`src/rtl/i2cs_pkg.sv`:
```
// Shared constants for the I2C slave pin-side conditioner.
package i2cs_pkg;

  localparam int unsigned LEN_W_DEF  = 8;
  localparam logic        IDLE_LEVEL = 1'b1;

endpackage

```
`src/rtl/i2cs_bus_conditioner_if.sv`:
```
// Pad, register and engine signals around the I2C bus conditioner.
interface i2cs_bus_conditioner_if
  import i2cs_pkg::*;
#(
  parameter int unsigned LEN_W = LEN_W_DEF
);

  logic             i2c_scl_i;
  logic             i2c_sda_i;
  logic             i2c_enabled_i;
  logic [LEN_W-1:0] i2c_debounce_len_i;
  logic [LEN_W-1:0] i2c_scl_delay_len_i;
  logic [LEN_W-1:0] i2c_sda_delay_len_i;
  logic             i2c_sda_drive_low_i;
  logic             i2c_scl_filt_o;
  logic             i2c_sda_filt_o;
  logic             i2c_start_o;
  logic             i2c_stop_o;
  logic             i2c_scl_sample_o;
  logic             i2c_scl_fall_o;
  logic             i2c_bus_busy_o;
  logic             i2c_sda_oe_o;

  modport slave (
    input  i2c_scl_i, i2c_sda_i, i2c_enabled_i, i2c_debounce_len_i,
           i2c_scl_delay_len_i, i2c_sda_delay_len_i, i2c_sda_drive_low_i,
    output i2c_scl_filt_o, i2c_sda_filt_o, i2c_start_o, i2c_stop_o,
           i2c_scl_sample_o, i2c_scl_fall_o, i2c_bus_busy_o, i2c_sda_oe_o
  );

  modport master (
    output i2c_scl_i, i2c_sda_i, i2c_enabled_i, i2c_debounce_len_i,
           i2c_scl_delay_len_i, i2c_sda_delay_len_i, i2c_sda_drive_low_i,
    input  i2c_scl_filt_o, i2c_sda_filt_o, i2c_start_o, i2c_stop_o,
           i2c_scl_sample_o, i2c_scl_fall_o, i2c_bus_busy_o, i2c_sda_oe_o
  );

endinterface

```
`src/rtl/i2cs_line_filter.sv`:
```
// Pin synchroniser plus debounce: the filtered level follows the synced pin
// only after it has differed for max(len,1) consecutive cycles.
module i2cs_line_filter
  import i2cs_pkg::*;
#(
  parameter int unsigned SYNC_STAGES = 2,
  parameter int unsigned LEN_W       = LEN_W_DEF
) (
  input  logic             clk,
  input  logic             rst_n,
  input  logic             pin,
  input  logic [LEN_W-1:0] len,
  output logic             filt
);

  localparam logic [LEN_W:0] CNT_ONE = {{LEN_W{1'b0}}, 1'b1};

  logic [SYNC_STAGES-1:0] sync;
  logic [LEN_W-1:0]       cnt;
  logic [LEN_W:0]         cnt_nxt;
  logic [LEN_W:0]         len_eff;
  logic                   synced;

  assign synced = sync[SYNC_STAGES-1];

  always_comb begin
    cnt_nxt = {1'b0, cnt} + CNT_ONE;
    len_eff = (len == '0) ? CNT_ONE : {1'b0, len};
  end

  always_ff @(posedge clk or negedge rst_n) begin
    if (!rst_n) begin
      sync <= {SYNC_STAGES{IDLE_LEVEL}};
      cnt  <= '0;
      filt <= IDLE_LEVEL;
    end else begin
      sync <= {sync[SYNC_STAGES-2:0], pin};
      if (synced == filt) begin
        cnt <= '0;
      end else if (cnt_nxt >= len_eff) begin
        filt <= synced;
        cnt  <= '0;
      end else begin
        cnt <= cnt_nxt[LEN_W-1:0];
      end
    end
  end

endmodule

```
`src/rtl/i2cs_bus_conditioner.sv`:
```
// I2C pin front end: filtered SCL/SDA, START/STOP detect, SCL sample/fall
// strobes, bus-busy tracking and delayed SDA pad enable.
module i2cs_bus_conditioner
  import i2cs_pkg::*;
#(
  parameter int unsigned SYNC_STAGES = 2,
  parameter int unsigned LEN_W       = LEN_W_DEF
) (
  input  logic                   apb_pclk_i,
  input  logic                   apb_presetn_i,
  i2cs_bus_conditioner_if.slave  bus
);

  localparam logic [LEN_W:0] CNT_ONE = {{LEN_W{1'b0}}, 1'b1};

  logic scl_f, sda_f, scl_q, sda_q, en, en_q;
  logic scl_rise, scl_fall, cond_ok, start_det, stop_det;
  logic start_r, stop_r, sample_r, fall_r, busy_r, oe_r;
  logic smp_pend;
  logic [LEN_W-1:0] smp_cnt, sda_cnt;
  logic [LEN_W:0]   smp_nxt, smp_len, sda_nxt, sda_len;

  i2cs_line_filter #(.SYNC_STAGES(SYNC_STAGES), .LEN_W(LEN_W)) u_scl_filter (
    .clk(apb_pclk_i), .rst_n(apb_presetn_i), .pin(bus.i2c_scl_i),
    .len(bus.i2c_debounce_len_i), .filt(scl_f)
  );

  i2cs_line_filter #(.SYNC_STAGES(SYNC_STAGES), .LEN_W(LEN_W)) u_sda_filter (
    .clk(apb_pclk_i), .rst_n(apb_presetn_i), .pin(bus.i2c_sda_i),
    .len(bus.i2c_debounce_len_i), .filt(sda_f)
  );

  assign en = bus.i2c_enabled_i;

  // en_q gates START/STOP so a level change landing on re-enable is not reported
  always_comb begin
    scl_rise  = en & scl_f & ~scl_q;
    scl_fall  = en & ~scl_f & scl_q;
    cond_ok   = en & en_q & scl_f & scl_q;
    start_det = cond_ok & sda_q & ~sda_f;
    stop_det  = cond_ok & ~sda_q & sda_f;
    smp_len   = (bus.i2c_scl_delay_len_i == '0) ? CNT_ONE : {1'b0, bus.i2c_scl_delay_len_i};
    smp_nxt   = scl_rise ? CNT_ONE : ({1'b0, smp_cnt} + CNT_ONE);
    sda_len   = (bus.i2c_sda_delay_len_i == '0) ? CNT_ONE : {1'b0, bus.i2c_sda_delay_len_i};
    sda_nxt   = {1'b0, sda_cnt} + CNT_ONE;
  end

  always_ff @(posedge apb_pclk_i or negedge apb_presetn_i) begin
    if (!apb_presetn_i) begin
      scl_q <= IDLE_LEVEL;
      sda_q <= IDLE_LEVEL;
      en_q  <= 1'b0;
    end else begin
      scl_q <= scl_f;
      sda_q <= sda_f;
      en_q  <= en;
    end
  end

  always_ff @(posedge apb_pclk_i or negedge apb_presetn_i) begin
    if (!apb_presetn_i) begin
      start_r <= 1'b0;
      stop_r  <= 1'b0;
      fall_r  <= 1'b0;
      busy_r  <= 1'b0;
    end else begin
      start_r <= start_det;
      stop_r  <= stop_det;
      fall_r  <= scl_fall;
      if (!en)           busy_r <= 1'b0;
      else if (start_det) busy_r <= 1'b1;
      else if (stop_det)  busy_r <= 1'b0;
    end
  end

  // Elapsed-cycle up-counter so a live length change compares against the new value
  always_ff @(posedge apb_pclk_i or negedge apb_presetn_i) begin
    if (!apb_presetn_i) begin
      sample_r <= 1'b0;
      smp_pend <= 1'b0;
      smp_cnt  <= '0;
    end else begin
      sample_r <= 1'b0;
      if (!en || scl_fall) begin
        smp_pend <= 1'b0;
        smp_cnt  <= '0;
      end else if (scl_rise || smp_pend) begin
        if (smp_nxt >= smp_len) begin
          sample_r <= 1'b1;
          smp_pend <= 1'b0;
          smp_cnt  <= '0;
        end else begin
          smp_pend <= 1'b1;
          smp_cnt  <= smp_nxt[LEN_W-1:0];
        end
      end
    end
  end

  always_ff @(posedge apb_pclk_i or negedge apb_presetn_i) begin
    if (!apb_presetn_i) begin
      oe_r    <= 1'b0;
      sda_cnt <= '0;
    end else if (!en) begin
      oe_r    <= 1'b0;
      sda_cnt <= '0;
    end else if (bus.i2c_sda_drive_low_i != oe_r) begin
      if (sda_nxt >= sda_len) begin
        oe_r    <= bus.i2c_sda_drive_low_i;
        sda_cnt <= '0;
      end else begin
        sda_cnt <= sda_nxt[LEN_W-1:0];
      end
    end else begin
      sda_cnt <= '0;
    end
  end

  assign bus.i2c_scl_filt_o   = scl_f;
  assign bus.i2c_sda_filt_o   = sda_f;
  assign bus.i2c_start_o      = start_r;
  assign bus.i2c_stop_o       = stop_r;
  assign bus.i2c_scl_sample_o = sample_r;
  assign bus.i2c_scl_fall_o   = fall_r;
  assign bus.i2c_bus_busy_o   = busy_r;
  assign bus.i2c_sda_oe_o     = oe_r;

endmodule

```
`src/flat_wrapper.sv`:
```
// flat-port wrapper written by rule: the top's interface ports become plain ports
module i2cs_bus_conditioner_flat import i2cs_pkg::*;
#(
  parameter int unsigned SYNC_STAGES = 2,
  parameter int unsigned LEN_W       = LEN_W_DEF
)
  (apb_pclk_i, apb_presetn_i, bus_i2c_scl_i, bus_i2c_sda_i, bus_i2c_enabled_i, bus_i2c_debounce_len_i, bus_i2c_scl_delay_len_i, bus_i2c_sda_delay_len_i, bus_i2c_sda_drive_low_i, bus_i2c_scl_filt_o, bus_i2c_sda_filt_o, bus_i2c_start_o, bus_i2c_stop_o, bus_i2c_scl_sample_o, bus_i2c_scl_fall_o, bus_i2c_bus_busy_o, bus_i2c_sda_oe_o);
  i2cs_bus_conditioner_if #(.LEN_W(LEN_W)) bus_i ();
  input  logic apb_pclk_i;
  input  logic apb_presetn_i;
  input wire logic [$bits(bus_i.i2c_scl_i)-1:0] bus_i2c_scl_i;
  input wire logic [$bits(bus_i.i2c_sda_i)-1:0] bus_i2c_sda_i;
  input wire logic [$bits(bus_i.i2c_enabled_i)-1:0] bus_i2c_enabled_i;
  input wire logic [$bits(bus_i.i2c_debounce_len_i)-1:0] bus_i2c_debounce_len_i;
  input wire logic [$bits(bus_i.i2c_scl_delay_len_i)-1:0] bus_i2c_scl_delay_len_i;
  input wire logic [$bits(bus_i.i2c_sda_delay_len_i)-1:0] bus_i2c_sda_delay_len_i;
  input wire logic [$bits(bus_i.i2c_sda_drive_low_i)-1:0] bus_i2c_sda_drive_low_i;
  output wire logic [$bits(bus_i.i2c_scl_filt_o)-1:0] bus_i2c_scl_filt_o;
  output wire logic [$bits(bus_i.i2c_sda_filt_o)-1:0] bus_i2c_sda_filt_o;
  output wire logic [$bits(bus_i.i2c_start_o)-1:0] bus_i2c_start_o;
  output wire logic [$bits(bus_i.i2c_stop_o)-1:0] bus_i2c_stop_o;
  output wire logic [$bits(bus_i.i2c_scl_sample_o)-1:0] bus_i2c_scl_sample_o;
  output wire logic [$bits(bus_i.i2c_scl_fall_o)-1:0] bus_i2c_scl_fall_o;
  output wire logic [$bits(bus_i.i2c_bus_busy_o)-1:0] bus_i2c_bus_busy_o;
  output wire logic [$bits(bus_i.i2c_sda_oe_o)-1:0] bus_i2c_sda_oe_o;
  assign bus_i.i2c_scl_i = bus_i2c_scl_i;
  assign bus_i.i2c_sda_i = bus_i2c_sda_i;
  assign bus_i.i2c_enabled_i = bus_i2c_enabled_i;
  assign bus_i.i2c_debounce_len_i = bus_i2c_debounce_len_i;
  assign bus_i.i2c_scl_delay_len_i = bus_i2c_scl_delay_len_i;
  assign bus_i.i2c_sda_delay_len_i = bus_i2c_sda_delay_len_i;
  assign bus_i.i2c_sda_drive_low_i = bus_i2c_sda_drive_low_i;
  assign bus_i2c_scl_filt_o = bus_i.i2c_scl_filt_o;
  assign bus_i2c_sda_filt_o = bus_i.i2c_sda_filt_o;
  assign bus_i2c_start_o = bus_i.i2c_start_o;
  assign bus_i2c_stop_o = bus_i.i2c_stop_o;
  assign bus_i2c_scl_sample_o = bus_i.i2c_scl_sample_o;
  assign bus_i2c_scl_fall_o = bus_i.i2c_scl_fall_o;
  assign bus_i2c_bus_busy_o = bus_i.i2c_bus_busy_o;
  assign bus_i2c_sda_oe_o = bus_i.i2c_sda_oe_o;
  i2cs_bus_conditioner #(.SYNC_STAGES(SYNC_STAGES), .LEN_W(LEN_W)) u_core (.apb_pclk_i(apb_pclk_i), .apb_presetn_i(apb_presetn_i), .bus(bus_i));
endmodule
```
`config.mk`:
```
export PLATFORM = sky130hd
export DESIGN_NAME = i2cs_bus_conditioner_flat
export DESIGN_NICKNAME = d
export VERILOG_FILES = /design/src/rtl/i2cs_pkg.sv /design/src/rtl/i2cs_bus_conditioner_if.sv /design/src/rtl/i2cs_line_filter.sv /design/src/rtl/i2cs_bus_conditioner.sv /design/src/flat_wrapper.sv
export SDC_FILE = /design/constraint.sdc
export NUM_CORES = 1
export LEC_CHECK = 0
export ABC_CLOCK_PERIOD_IN_PS = 2830
export BUFFER_PORTS_ARGS = -buffer_cell sky130_fd_sc_hd__buf_2
export CORE_MARGIN = 3
export CORE_UTILIZATION = 50
export DETAILED_ROUTE_END_ITERATION = 10
export PLACE_DENSITY = 0.75
export RECOVER_POWER = 100
export SLEW_MARGIN = 40
export SYNTH_ARGS = -nofsm -noshare
export SYNTH_HDL_FRONTEND = slang
export SYNTH_SLANG_ARGS = --single-unit
```
`constraint.sdc`:
```
create_clock -name apb_pclk_i -period 2.83 [get_ports apb_pclk_i]
set_clock_uncertainty 0.05 [all_clocks]
set_input_delay 0.566 -clock apb_pclk_i [delete_from_list [all_inputs] [get_ports apb_pclk_i]]
set_output_delay 0.566 -clock apb_pclk_i [all_outputs]
set_load 0.03 [all_outputs]
```
==> results.sh, run 1 <==
export IMPL_vias=2174
export IMPL_p_per_area_nw_per_um2=578
export IMPL_async_flop_share_pct=100
export IMPL_synth_edf_count=0
export IMPL_core_area_um2=5570
export IMPL_critPathRequiredTime_ns=3.02
export IMPL_drc=0
export IMPL_clk_pin_slew_worst_paths_ns=0.08
export IMPL_finalWorstPathRequiredPeriod_ns=2.61
export IMPL_cts_max_level=2
export IMPL_grt_ovfl_total=0
export IMPL_fin_cells=413
export IMPL_worst_setup_path_type="reg2reg"
export IMPL_final_area_um2=3320
export IMPL_routed_wl_mm=5.68
export IMPL_placed_area_um2=3220
export IMPL_num_nets_final=406
export IMPL_yosysTopAreaCell="dfrtp_1"
export IMPL_synth_top_area_share_pct=34.3
export IMPL_status="completed"
export IMPL_routabilityCongestion=0.796
export IMPL_grt_use_total_pct=18.6
export IMPL_fin_util_pct=59.5
export IMPL_clockRootBuffer="clkbuf_8"
export IMPL_die_area_um2=6800
export IMPL_postCtsHoldBufs=0
export IMPL_syn_area_per_cell_um2=10.0
export IMPL_synthToLayoutAreaGrowth_pct=13.5
export IMPL_rows=27
export IMPL_place_hpwl_mm=4.45
export IMPL_worstSkewPairLatency_ns=0.31
export IMPL_max_cap_violations=0
export IMPL_grt_pass1_vias=2236
export IMPL_wl_per_cell_um=13.8
export IMPL_port_buffers=37
export IMPL_cp_data_arrival_time_ns=2.80
export IMPL_synthCells=291
export IMPL_slew_viol_final=0
export IMPL_synth_seq_cells=48
export IMPL_synth_cell_type_count=39
export IMPL_antenna_cells=0
export IMPL_yosysWarnings=0
export IMPL_cts_sinks=48
export IMPL_synth_ff_type="dfrtp_1"
export IMPL_worstMarginPinSlew_ns=1.24
export IMPL_max_freq_mhz=384
export IMPL_syn_nets=357
export IMPL_hold_violations=0
export IMPL_total_power_mw=1.92
export IMPL_grt_pass1_wl_mm=9.71
export IMPL_ant_nets=0
export IMPL_setup_viol=0
export IMPL_cts_tree="done"
export IMPL_synth_most_common_cell="dfrtp_1"
export IMPL_initialDrtViolationCount=70
export IMPL_ys_seq_area_share_pct=41.5
export IMPL_synth_area_leaders="dfrtp_1 34%, ha_1 15%, dfstp_2 7.2%"
export IMPL_post_route_period_util_pct=92.1
export IMPL_crit_path_max_fanout=9
export IMPL_fp_dieW_um=82.4
export IMPL_layout_drive_gt1_share_pct=16.1
export IMPL_yosys_top_cells_count="40 x dfrtp_1, 36 x ha_1, 26 x inv_1, 24 x nor2_1"
export IMPL_fp_dieH_um=82.4
export IMPL_p_leak_nw=1.76
export IMPL_start_kind="register"
export IMPL_ios=38
export IMPL_relSlewSlack_pct=17.5
export IMPL_ir_worst_vdd_uv=326
export IMPL_cts_buffer_depth=2
export IMPL_crit_path_end_kind="register"
export IMPL_start_util_pct=52.4
export IMPL_fin_setup_tns_ns=0
export IMPL_synth_area_um2=2920
export IMPL_grt_max_degree=27
export IMPL_hp_class="in2reg"
export IMPL_routed_via_density=5.26
export IMPL_n_fill_cell=492
export IMPL_numCtsBuffers=5
export IMPL_dpl_cell_count=404
export IMPL_grt_antenna_before_repair=0
export IMPL_drt_first_pass_iters=4
[final timing paths]
kind	depth (start not counted)	end	slack [ns]	from
hold / removal	1	u_core.u_scl_filter.sync[0]$_DFF_PN1_	0.30	bus_i2c_scl_i
max in group asynchronous	2	u_core.smp_cnt[2]$_DFFE_PN0P_	1.04	apb_presetn_i
setup reg to reg	10	u_core.smp_cnt[1]$_DFFE_PN0P_	0.22	u_core.smp_cnt[0]$_DFFE_PN0P_
hold reg to reg	0	u_core.u_sda_filter.sync[1]$_DFF_PN1_	0.30	u_core.u_sda_filter.sync[0]$_DFF_PN1_
setup / recovery	10	u_core.smp_cnt[1]$_DFFE_PN0P_	0.22	u_core.smp_cnt[0]$_DFFE_PN0P_
min in group asynchronous	1	u_core.u_sda_filter.cnt[0]$_DFF_PN0_	0.45	apb_presetn_i
[metal layers]
layer / track usage, % / up-vias / share of wire (%)
met5: 0 / - / 0
met4: 7.81 / 0 / 2.3
met3: 3.47 / 12 / 3.3
met2: 31.1 / 39 / 47
met1: 23.5 / 1016 / 48
li1: - / 1107 / -
[stage by stage]
| step | setup slack (ns) | hold WS [ns] |
|---|---|---|
| floorplan | 0.217 | 0.220 |
| global placement | 0.214 | 0.298 |
| detailed placement | 0.198 | 0.297 |
| CTS | 0.177 | 0.185 |
| global route | -0.00737 | 0.291 |
| finish | 0.223 | 0.303 |
[what timing repair did]
| action | in CTS | in global routing |
|---|---|---|
| setup endpoints to repair | 0 | 10 |
| endpoints found under the hold margin | 0 | 0 |
| resized for setup | 0 | 1 |
| buffers inserted | 0 | 1 |
[worst max-delay path, stage by stage (launching register included)]
cell      delay [ns]
dfrtp_1         0.42
ha_1            0.27
nand3_1         0.10
xor2_1          0.15
nor2_1          0.07
ha_1            0.32
a211oi_1        0.23
o211ai_1        0.12
o221a_2         0.27
nor3_4          0.36
a22o_1          0.21
[where the power goes]
group	internal, mW	leakage (nW)	switching, mW
clock	0.262	0.0552	0.228
combinational	0.232	1.07	0.328
sequential	0.780	0.631	0.0867
[cell families (layout without fill, tap and decap cells)]
family          after synthesis  count (layout)  synth area share (%)
compound gates               43              43                  10.7
mux                           3               3                  1.11
fa+ha+maj                    36              36                  15.4
xor+xnor                     28              28                  8.39
simple gates                105             105                  18.9
buf+inv                      28              78                  3.98
flops                        48              48                  41.5
[layout by cell type, fill, tap and decap left out, types with 3 or more instances in the layout]
master	synthesis	layout
a21oi_1	10	10
a22o_1	8	8
a41o_1	4	4
and3_1	4	4
buf_2	0	28
clkbuf_1	0	13
clkbuf_8	0	5
dfrtp_1	40	40
dfstp_2	8	6
ha_1	36	36
inv_1	26	26
nand2_1	20	20
nand2b_1	3	3
nand3_1	14	14
nand4_1	6	6
nor2_1	24	24
nor2b_1	20	20
nor3b_1	3	3
nor4_1	3	3
o211ai_1	4	4
o21a_1	3	3
o21ai_0	4	4
xnor2_1	8	8
xor2_1	20	20
[state kept, by name, summed over array words and instances, names as in the netlist, 2 cells and up]
signal                    count
u_core.sda_cnt                8
u_core.u_scl_filter.sync      2
u_core.u_scl_filter.cnt       8
u_core.smp_cnt                8
u_core.u_sda_filter.sync      2
u_core.u_sda_filter.cnt       8
[final cells by class]
class	instances	area, um2	share of cell area [%]
clock buffer	6	72.6	2.19
clock inverter	2	35.0	1.06
inverter	26	97.6	2.94
multi-input combinational	215	1600	48.2
sequential	48	1210	36.5
tap	72	90.1	2.72
timing repair buffer	44	210	6.34
Power figures use the tool's default switching activity.
==> run 2: changes to the inputs <==
--- a/config.mk
+++ b/config.mk
@@ -10,7 +10,7 @@
 export CORE_MARGIN = 3
 export CORE_UTILIZATION = 50
 export DETAILED_ROUTE_END_ITERATION = 10
-export PLACE_DENSITY = 0.75
+export PLACE_DENSITY = 0.82
 export RECOVER_POWER = 100
 export SLEW_MARGIN = 40
 export SYNTH_ARGS = -nofsm -noshare
==> results.sh, run 2 (synthesized netlist as in run 1, its figures left out) <==
export IMPL_status="completed"
export IMPL_routed_wl_mm=5.67
export IMPL_p_comb_share_pct=30.0
export IMPL_start_kind="register"
export IMPL_ios=38
export IMPL_initialDrtViolationCount=100
export IMPL_rr_worst_depth=11
export IMPL_place_hpwl_mm=4.32
export IMPL_rsz0062_at_grt="no"
export IMPL_critPathMostFrequentCell="ha_1"
export IMPL_drt_first_pass_iters=4
export IMPL_fin_util_pct=60.2
export IMPL_p_per_area_nw_per_um2=586
export IMPL_slowest_stage="dfrtp_1"
export IMPL_hold_violations=0
export IMPL_setup_viol=0
export IMPL_mostFrequentLayoutCells="40 x dfrtp_1, 36 x ha_1, 28 x buf_2"
export IMPL_hp_class="in2reg"
export IMPL_grt_use_total_pct=18.0
export IMPL_routabilityCongestion=0.819
export IMPL_fp_dieW_um=82.4
export IMPL_clockPowerShare_pct=25.8
export IMPL_grt_ovfl_total=0
export IMPL_layout_drive_gt1_share_pct=17.3
export IMPL_fin_setup_tns_ns=0
export IMPL_worstMarginPinSlew_ns=1.11
export IMPL_slew_viol_final=0
export IMPL_post_route_period_util_pct=90.2
export IMPL_max_cap_violations=0
export IMPL_routed_via_density=5.40
export IMPL_clockRootBuffer="clkbuf_8"
export IMPL_grt_pass1_vias=2145
export IMPL_cts_max_level=2
export IMPL_max_freq_mhz=392
export IMPL_relSlewSlack_pct=25.8
export IMPL_drc=0
export IMPL_final_common_cell="dfrtp_1"
export IMPL_vias=2236
export IMPL_worstPathCellList="ha_1, nand3_1, xor2_1, nor2_1, ha_1, a211oi_1, o211ai_1, o221a_2, nor3_4, buf_12, a22o_1"
export IMPL_grt_pass1_wl_mm=9.40
export IMPL_fp_dieH_um=82.4
export IMPL_switching_share_pct=33.9
export IMPL_p_leak_nw=1.77
export IMPL_cp_data_arrival_time_ns=2.75
export IMPL_ant_nets=0
export IMPL_total_power_mw=1.97
export IMPL_pwr_share_seq_pct=44.2
export IMPL_crit_path_max_fanout=9
export IMPL_clk_pin_slew_worst_paths_ns=0.10
export IMPL_placed_area_um2=3230
export IMPL_wl_per_cell_um=13.7
export IMPL_numCtsBuffers=5
export IMPL_hold_ws_ns=0.294
export IMPL_finalWorstPathRequiredPeriod_ns=2.55
export IMPL_cts_sinks=48
export IMPL_synthToLayoutAreaGrowth_pct=14.9
export IMPL_cts_buffer_depth=2
export IMPL_cpPeakStageDelay_ns=0.42
export IMPL_crit_path_end_kind="register"
export IMPL_num_nets_final=407
export IMPL_start_util_pct=52.4
export IMPL_ir_worst_vdd_uv=304
export IMPL_die_area_um2=6800
export IMPL_critPathRequiredTime_ns=3.03
export IMPL_antenna_cells=0
export IMPL_core_area_um2=5570
export IMPL_grt_max_degree=47
export IMPL_worstSkewPairLatency_ns=0.31
export IMPL_worst_setup_path_type="reg2reg"
export IMPL_p_switching_uw=667
export IMPL_grt_antenna_before_repair=0
export IMPL_port_buffers=37
export IMPL_cts_tree="done"
export IMPL_postCtsHoldBufs=0
export IMPL_final_area_um2=3360
export IMPL_intPower_mw=1.30
export IMPL_rows=27
export IMPL_min_path_cells=1
run 2: path summary, 6_finish.rpt:
| path | start | endpoint | slack, ns |
|---|---|---|---|
| worst min-delay path | bus_i2c_sda_i | u_core.u_sda_filter.sync[0]$_DFF_PN1_ | 0.29 |
| worst max-delay path | u_core.smp_cnt[0]$_DFFE_PN0P_ | u_core.smp_cnt[6]$_DFFE_PN0P_ | 0.28 |
| max in group asynchronous | apb_presetn_i | u_core.u_sda_filter.sync[0]$_DFF_PN1_ | 1.53 |
| worst min register to register | u_core.u_sda_filter.sync[0]$_DFF_PN1_ | u_core.u_sda_filter.sync[1]$_DFF_PN1_ | 0.31 |
| min in group asynchronous | apb_presetn_i | u_core.u_sda_filter.cnt[2]$_DFF_PN0_ | 0.41 |
| worst max register to register | u_core.smp_cnt[0]$_DFFE_PN0P_ | u_core.smp_cnt[6]$_DFFE_PN0P_ | 0.28 |
run 2: final cells by class:
cell class | count | area [um2]
clock buffers | 5 | 68.8
clock inverters | 3 | 47.5
fillers | 475 | 2220
inverters | 26 | 97.6
multi-input cells | 215 | 1610
flip-flops and latches | 48 | 1210
well taps | 72 | 90.1
repair buffers | 45 | 234
run 2: routing by layer:
layer / vias up / track usage [%] / part of all wire [%]
li1: 1113 / - / -
met1: 1047 / 23.8 / 46
met2: 66 / 29.3 / 47
met3: 10 / 3.69 / 5.1
met4: 0 / 6.15 / 1.5
met5: - / 0 / 0
run 2: what timing repair did:
item                       4_1_cts  5_1_grt
buffers inserted                 0        2
setup endpoints to repair        0       24
resized for setup                0        2
run 2: power groups by stage:
stage          logic (mW)  clock network, mW  registers, mW
6_report            0.590              0.507          0.870
5_1_grt             0.665              0.553          0.883
4_1_cts             0.568              0.522          0.872
3_5_place_dp        0.563                  0          0.883
3_3_place_gp        0.544                  0          0.879
2_1_floorplan       0.371                  0          0.893
run 2: per-stage QoR:
stage	setup WS, ns	instances
floorplan	0.217	291
global placement	0.187	404
detailed placement	0.121	404
CTS	0.175	412
global route	0.0616	414
finish	0.277	414
run 2: critical path: cells and delay by family, from the launching register on:
| family | cells | cell delay, ns |
|---|---|---|
| AO/OA/AOI/OAI | 4 | 0.78 |
| XOR/XNOR | 1 | 0.16 |
| adder cells (fa/ha/maj) | 2 | 0.60 |
| buffers and inverters | 1 | 0.14 |
| flip-flops | 1 | 0.42 |
| AND/OR/NAND/NOR | 3 | 0.34 |
